`config.mk`:
```
export PLATFORM = sky130hd
export DESIGN_NAME = csa_parameterized
export DESIGN_NICKNAME = d
export VERILOG_FILES = /design/src/rtl/csa_parameterized_pkg.sv /design/src/rtl/csa_parameterized_fa_cell.sv /design/src/rtl/csa_parameterized.sv
export SDC_FILE = /design/constraint.sdc
export NUM_CORES = 1
export LEC_CHECK = 0
export CAP_MARGIN = 20
export CORE_UTILIZATION = 45
export CTS_CLUSTER_DIAMETER = 60
export DETAILED_ROUTE_END_ITERATION = 10
export GPL_TIMING_DRIVEN = 1
export PLACE_DENSITY = 0.79
export SLEW_MARGIN = 20
export SYNTH_ARGS = -nofsm -noshare
export SYNTH_HDL_FRONTEND = slang
export SYNTH_SLANG_ARGS = --single-unit
export TNS_END_PERCENT = 5
```
`constraint.sdc`:
```
create_clock -name clk -period 2.26 [get_ports clk]
set_input_delay 0.226 -clock clk [delete_from_list [all_inputs] [get_ports clk]]
set_output_delay 0.226 -clock clk [all_outputs]
set_load 0.02 [all_outputs]
```
`src/rtl/csa_parameterized_pkg.sv`:
```
// Carry-save adder helpers.
// Holds the single-bit full-adder equations so that the cell and any future
// users share one definition. No constants live here: the operand width is a
// parameter of csa_parameterized.
package csa_parameterized_pkg;

  // Sum output of a 3:2 compressor cell.
  function automatic logic fa_sum(input logic a, input logic b, input logic c);
    return a ^ b ^ c;
  endfunction

  // Carry output of a 3:2 compressor cell (majority of the three inputs).
  function automatic logic fa_carry(input logic a, input logic b, input logic c);
    return (a & b) | (b & c) | (a & c);
  endfunction

endpackage

```
`src/rtl/csa_parameterized_fa_cell.sv`:
```
// csa_fa_cell: one bit of the carry-save stage, a plain full adder.
// Ports:
//   a, b, c : the three input bits of one column
//   s       : column sum bit
//   co      : column carry bit (weight 2, left unshifted for the caller)
module csa_fa_cell
  import csa_parameterized_pkg::*;
(
  input  logic a,
  input  logic b,
  input  logic c,
  output logic s,
  output logic co
);

  always_comb begin
    s  = fa_sum(a, b, c);
    co = fa_carry(a, b, c);
  end

endmodule

```
`src/rtl/csa_parameterized.sv`:
```
// csa_parameterized: registered 3-operand carry-save adder with a resolving
// adder behind it.
// Ports:
//   clk       : clock, rising edge
//   rst       : asynchronous active-high reset
//   in_valid  : qualifies A/B/Cin on this edge
//   A, B, Cin : three unsigned WIDTH-bit operands
//   Sum       : registered carry-save sum vector
//   Cout      : registered carry-save carry vector (unshifted)
//   Total     : registered Sum + (Cout << 1), WIDTH+2 bits
//   out_valid : registered in_valid
module csa_parameterized #(
  parameter int WIDTH = 4
) (
  input  logic             clk,
  input  logic             rst,
  input  logic             in_valid,
  input  logic [WIDTH-1:0] A,
  input  logic [WIDTH-1:0] B,
  input  logic [WIDTH-1:0] Cin,
  output logic [WIDTH-1:0] Sum,
  output logic [WIDTH-1:0] Cout,
  output logic [WIDTH+1:0] Total,
  output logic             out_valid
);

  logic [WIDTH-1:0] sum_w;
  logic [WIDTH-1:0] cout_w;
  logic [WIDTH+1:0] total_w;

  logic [WIDTH-1:0] sum_d,  sum_q;
  logic [WIDTH-1:0] cout_d, cout_q;
  logic [WIDTH+1:0] total_d, total_q;
  logic             out_valid_d, out_valid_q;

  // Independent columns: no carry ripples between cells.
  for (genvar i = 0; i < WIDTH; i++) begin : g_cell
    csa_fa_cell u_cell (
      .a  (A[i]),
      .b  (B[i]),
      .c  (Cin[i]),
      .s  (sum_w[i]),
      .co (cout_w[i])
    );
  end

  // Carry vector carries weight 2, hence the shift; WIDTH+2 bits hold
  // 3*(2^WIDTH-1) without truncation.
  always_comb begin
    total_w = {2'b00, sum_w} + {1'b0, cout_w, 1'b0};
  end

  always_comb begin
    sum_d       = sum_q;
    cout_d      = cout_q;
    total_d     = total_q;
    out_valid_d = in_valid;
    if (in_valid) begin
      sum_d   = sum_w;
      cout_d  = cout_w;
      total_d = total_w;
    end
  end

  always_ff @(posedge clk or posedge rst) begin
    if (rst) begin
      sum_q       <= '0;
      cout_q      <= '0;
      total_q     <= '0;
      out_valid_q <= 1'b0;
    end else begin
      sum_q       <= sum_d;
      cout_q      <= cout_d;
      total_q     <= total_d;
      out_valid_q <= out_valid_d;
    end
  end

  assign Sum       = sum_q;
  assign Cout      = cout_q;
  assign Total     = total_q;
  assign out_valid = out_valid_q;

endmodule

```
### After elaboration in Yosys (flattened, before gate mapping)

Cells that the tools add are included.

| storage, ports and cells | value |
|---|---|
| bits in registers | 15 |
| bits of input ports | 15 |
| output and inout port bits | 15 |
| logic and storage cells | 33 |

| cells by class | value |
|---|---|
| add/subtract/negate cells | 1 |
| bitwise operators | 28 |

Operators with widths:

| operator | number |
|---|---|
| $and A1 B1 Y1 | 12 |
| $or A1 B1 Y1 | 8 |
| $xor A1 B1 Y1 | 8 |
| $add A4 B5 Y6 | 1 |

### Logic depth before layout (Yosys ltp)

| logic depth | value |
|---|---|
| depth after elaboration | 4 |
| depth in mapped cells | 7 |
| depth with buffers taken out | 7 |

### Modules after synthesis

A second synthesis with hierarchy kept.

| second synthesis, totals | value |
|---|---|
| cell total of the unflattened synthesis | 54 |
| area, all modules | 753.2 µm² |

By module, submodules not included:

| module | times used | cells each | area each (µm²) | sequential area each (µm²) |
|---|---|---|---|---|
| csa_parameterized | 1 | 50 | 673.1 | 350.3 |
| csa_fa_cell | 4 | 1 | 20.0 | 0.0 |

### Worst setup path before layout

No wires, ideal clock.

| timing path | value |
|---|---|
| kind | input port to flip-flop |
| from | input A[1] |
| to | register total_q[2], in the netlist Total[2] |
| library setup time | 0.125 ns |
| arrival time | 1.720 ns |
| required time | 2.135 ns |
| slack | 0.414 ns |
| stages on the path | 6 |
| path buffers | 0 |
| cells stage by stage | inv_1 fa_1 inv_1 ha_1 fa_1 mux2_4 |

| between the ends | value |
|---|---|
| elaborated cells between the ends (all ways) | 7 |
| classes of those cells | add/sub (1); bitwise (6) |

RTL lines:

| element | line | source |
|---|---|---|
| start: declaration | csa_parameterized.sv:18 | `input logic [WIDTH-1:0] A,` |
| $xor A1 B1 Y1 (2 in series) | csa_parameterized_pkg.sv:9 | `return a ^ b ^ c;` |
| net g_cell[1].u_cell.s | csa_parameterized_fa_cell.sv:12 | `output logic s,` |
| $add A4 B5 Y6 | csa_parameterized.sv:50 | `total_w = {2'b00, sum_w} + {1'b0, cout_w, 1'b0};` |
| net total_w[2] | csa_parameterized.sv:29 | `logic [WIDTH+1:0] total_w;` |
| end signal: assignment | csa_parameterized.sv:74 | `total_q <= total_d;` |
| end: declaration | csa_parameterized.sv:33 | `logic [WIDTH+1:0] total_d, total_q;` |

The timed path passes the listed nets, and every way through them passes these cells.
A chain may end at the register's enable or synchronous reset.

### Worst setup path in the final report

| timing path | value |
|---|---|
| from | input A[1] |
| to | register total_q[3], in the netlist Total[3] |

| between the ends | value |
|---|---|
| elaborated cells between the ends (all ways) | 7 |
| classes of those cells | add/sub (1); bitwise (6) |

RTL lines:

| element | line |
|---|---|
| $xor A1 B1 Y1 (2 in series) | csa_parameterized_pkg.sv:9 |
| net g_cell[1].u_cell.s | csa_parameterized_fa_cell.sv:12 |
| $add A4 B5 Y6 | csa_parameterized.sv:50 |

The timed path passes the listed nets, and every way through them passes these cells.

==> summary.md <==
| Metric | Value |
|---|---|
| Vias post-DR | `620` |
| Final period util | `91.5%` |
| Clk_skew | `0 ns` |
| CP top delay family | `adder cells` |
| Layout Area Growth over Synthesis | `44.3%` |
| Fin. max-slew vios | `0` |
| Pwr Density | `764 nW/um^2` |
| Die extent in x | `43.4 um` |
| Antenna violations before repair | `0` |
| Sink Count | `14` |
| Origin of the worst setup path | `A[1]` |
| Number of global-route vias before repair | `664` |
| Clock buffer depth | `2` |
| Clock share of power | `21.5%` |
| Critical path type | `primary input to flop` |
| Max-Cap Viols | `0` |
| Die height | `43.4 um` |
| Mean Syn Cell Area | `11.0 um^2` |
| Initial core utilization | `49.4%` |
| DRC Markers | `6` |
| Via-to-Cell Ratio | `5.25` |
| Switching part of the total | `32.4%` |
| N_diodes | `0` |
| Worst min path class | `primary input to asynchronous set/reset pin` |
| Max FO, Critical Path | `2` |
| Post-detailed-route wirelength per cell | `14.7 um` |
| Syn_nets | `93` |
| RR Startpoint | `Total[4]` |
| Power Internal | `575 uW` |
| Commonest cells after routing, fill and taps aside | `29 x clkdlybuf4s50_1, 18 x inv_1, 14 x dfrtp_1` |
| Finished Core Util | `71.3%` |
| TritonCTS buffer count | `3` |
| Placement Rows | `14` |
| Commonest non-fill, non-tap cell in the layout | `clkdlybuf4s50_1` |
| HPWL after detailed placement | `1380 um` |
| Grt total ovfl | `0` |
| Register area share after synthesis | `45.5%` |
| Reg power frac | `38.1%` |
| Final Cell Area | `1110 um^2` |
| Sw Pwr | `275 uW` |
| Port bufs | `29` |
| Post-CTS sizing | `0` |
| # H-tree levels | `1` |
| Peak supply drop | `0.402 mV` |
| Die Footprint | `1880 um^2` |
| Largest net degree at the start of global routing | `15` |
| CP bufs+invs | `3` |
| Register bit total from synthesis | `14` |
| CTS tree | `yes` |
| Setup WS post-layout | `0.192 ns` |
| GPL Wtd Cong | `0.753` |
| CP startpoint kind | `primary input` |
| Final nets | `126` |
| Core area | `1560 um^2` |
| Post-CTS Setup Inserts | `0` |
| Share of layout cells above drive strength 1 | `10.8%` |
| Antenna viol nets, final | `0` |
| Yosys warnings | `0` |
| WP data required | `2.43 ns` |
| Synthesized area | `771 um^2` |
| Fin Hold WS | `0.292 ns` |
| # hold bufs at CTS | `0` |
| Unique masters post-synth | `19` |
| Fill count | `118` |
| Final min period | `2.07 ns` |
| Tightest Pin Transition | `0.510 ns` |
| Skew-Pair Late Insertion Delay | `0.28 ns` |
| Slowest CP cell | `fa_1` |
| Worst path max stage delay | `0.55 ns` |
| CP Cell Sequence | `clkdlybuf4s50_1, inv_1, fa_1, inv_1, ha_1, fa_1, xnor2_1, a21oi_1` |
| Maximum clock frequency | `484 MHz` |
| Setup Viol. Count Final | `0` |
| I/O pins | `30` |
| Clk root buf | `clkbuf_4` |
| R2R setup slack | `1.23 ns` |
| CP endpoint kind | `flop` |
| Worst endpoint data arrival time | `2.24 ns` |
| All-Layer GR Usage | `20.9%` |
| First-pass GRT wire length | `2770 um` |
| Slew margin rel. | `66.0%` |
| Clock transition at path regs | `0.09 ns` |
| Place WS | `-0.106 ns` |
| Failing checks | `DRC` |
| Initial drt markers | `16` |
| Final hold vios | `0` |
| Drt pass-1 iters | `7` |
| RSZ-0062 raised after global routing | `no` |
| P_leak | `0.538 nW` |
| FF/Latch Area | `350 um^2` |
| Pwr Total | `850 uW` |
| Post-Synthesis Cells | `70` |
| Total wire length | `1740 um` |
| Multi-input combinational cell area | `333 um^2` |
| Comb power frac | `40.4%` |
| Outcome | `complete, but fails checks` |
| Placement Cell Area | `1080 um^2` |
[layer usage]
metal,wire length (um),global-route usage [%]
met1,672,21.9
met2,930,39.4
met3,102,4.17
met4,33,10.0
met5,0,0
[sequential cells by signal (all words and copies together), names as in the netlist]
signal and cells:
Sum 4, Total 5, Cout 4, out_valid 1
[Yosys cell counts]
master    count  share of area [%]
inv_1        18                8.8
dfrtp_1      14                 45
a21oi_1       7                4.5
nor2_1        6                2.9
fa_1          5                 13
mux2_4        4                7.8
ha_1          3                4.9
buf_4         2                1.9
a21o_1        1               0.97
a311oi_2      1                1.9
buf_2         1               0.65
nand2_1       1               0.49
nand4_1       1               0.81
nor2b_1       1               0.81
nor4bb_1      1                1.3
o21ai_0       1               0.65
o22ai_1       1               0.81
o311ai_1      1                1.1
xnor2_1       1                1.1
[path summary, 6_finish.rpt]
kind | cells past startpoint | endpoint
max | 8 | Total[3]
min | 2 | Total[5]
max reg2reg | 3 | Total[4]
min reg2reg | 1 | Total[2]
max in group asynchronous | 2 | Sum[1]
min in group clk | 1 | Total[2]
[power by group through the flow]
| stage | combinational, mW | clock (mW) | sequential [mW] |
|---|---|---|---|
| after floorplan | 0.131 | 0 | 0.382 |
| after global placement | 0.329 | 0 | 0.325 |
| after detailed placement | 0.342 | 0 | 0.328 |
| after CTS | 0.343 | 0.184 | 0.324 |
| after global routing | 0.367 | 0.197 | 0.329 |
| final | 0.343 | 0.183 | 0.324 |
[logic make-up (layout without fill, tap and decap cells)]
group | after synthesis | after routing | synth area share (%)
AO/OA/AOI/OAI | 12 | 12 | 10.1
XOR/XNOR | 1 | 1 | 1.14
adder cells (fa/ha/maj) | 8 | 8 | 17.9
buffers and inverters | 21 | 53 | 11.4
flip-flops | 14 | 14 | 45.5
multiplexers | 4 | 4 | 7.79
AND/OR/NAND/NOR | 10 | 10 | 6.33
[stage by stage]
stage                     instances  TNS, ns
after global placement          114   -0.159
after global routing            118        0
after detailed placement        114   -0.265
final                           118        0
after floorplan                  70        0
after CTS                       118        0
[cell type report]
cell class                 instances  area share (%)
inverter                          18            6.07
sequential                        14            31.5
tap                               16            1.80
multi-input combinational         35            29.9
timing repair buffer              31            27.4
clock buffer                       4            3.26
Power figures use the tool's default switching activity.
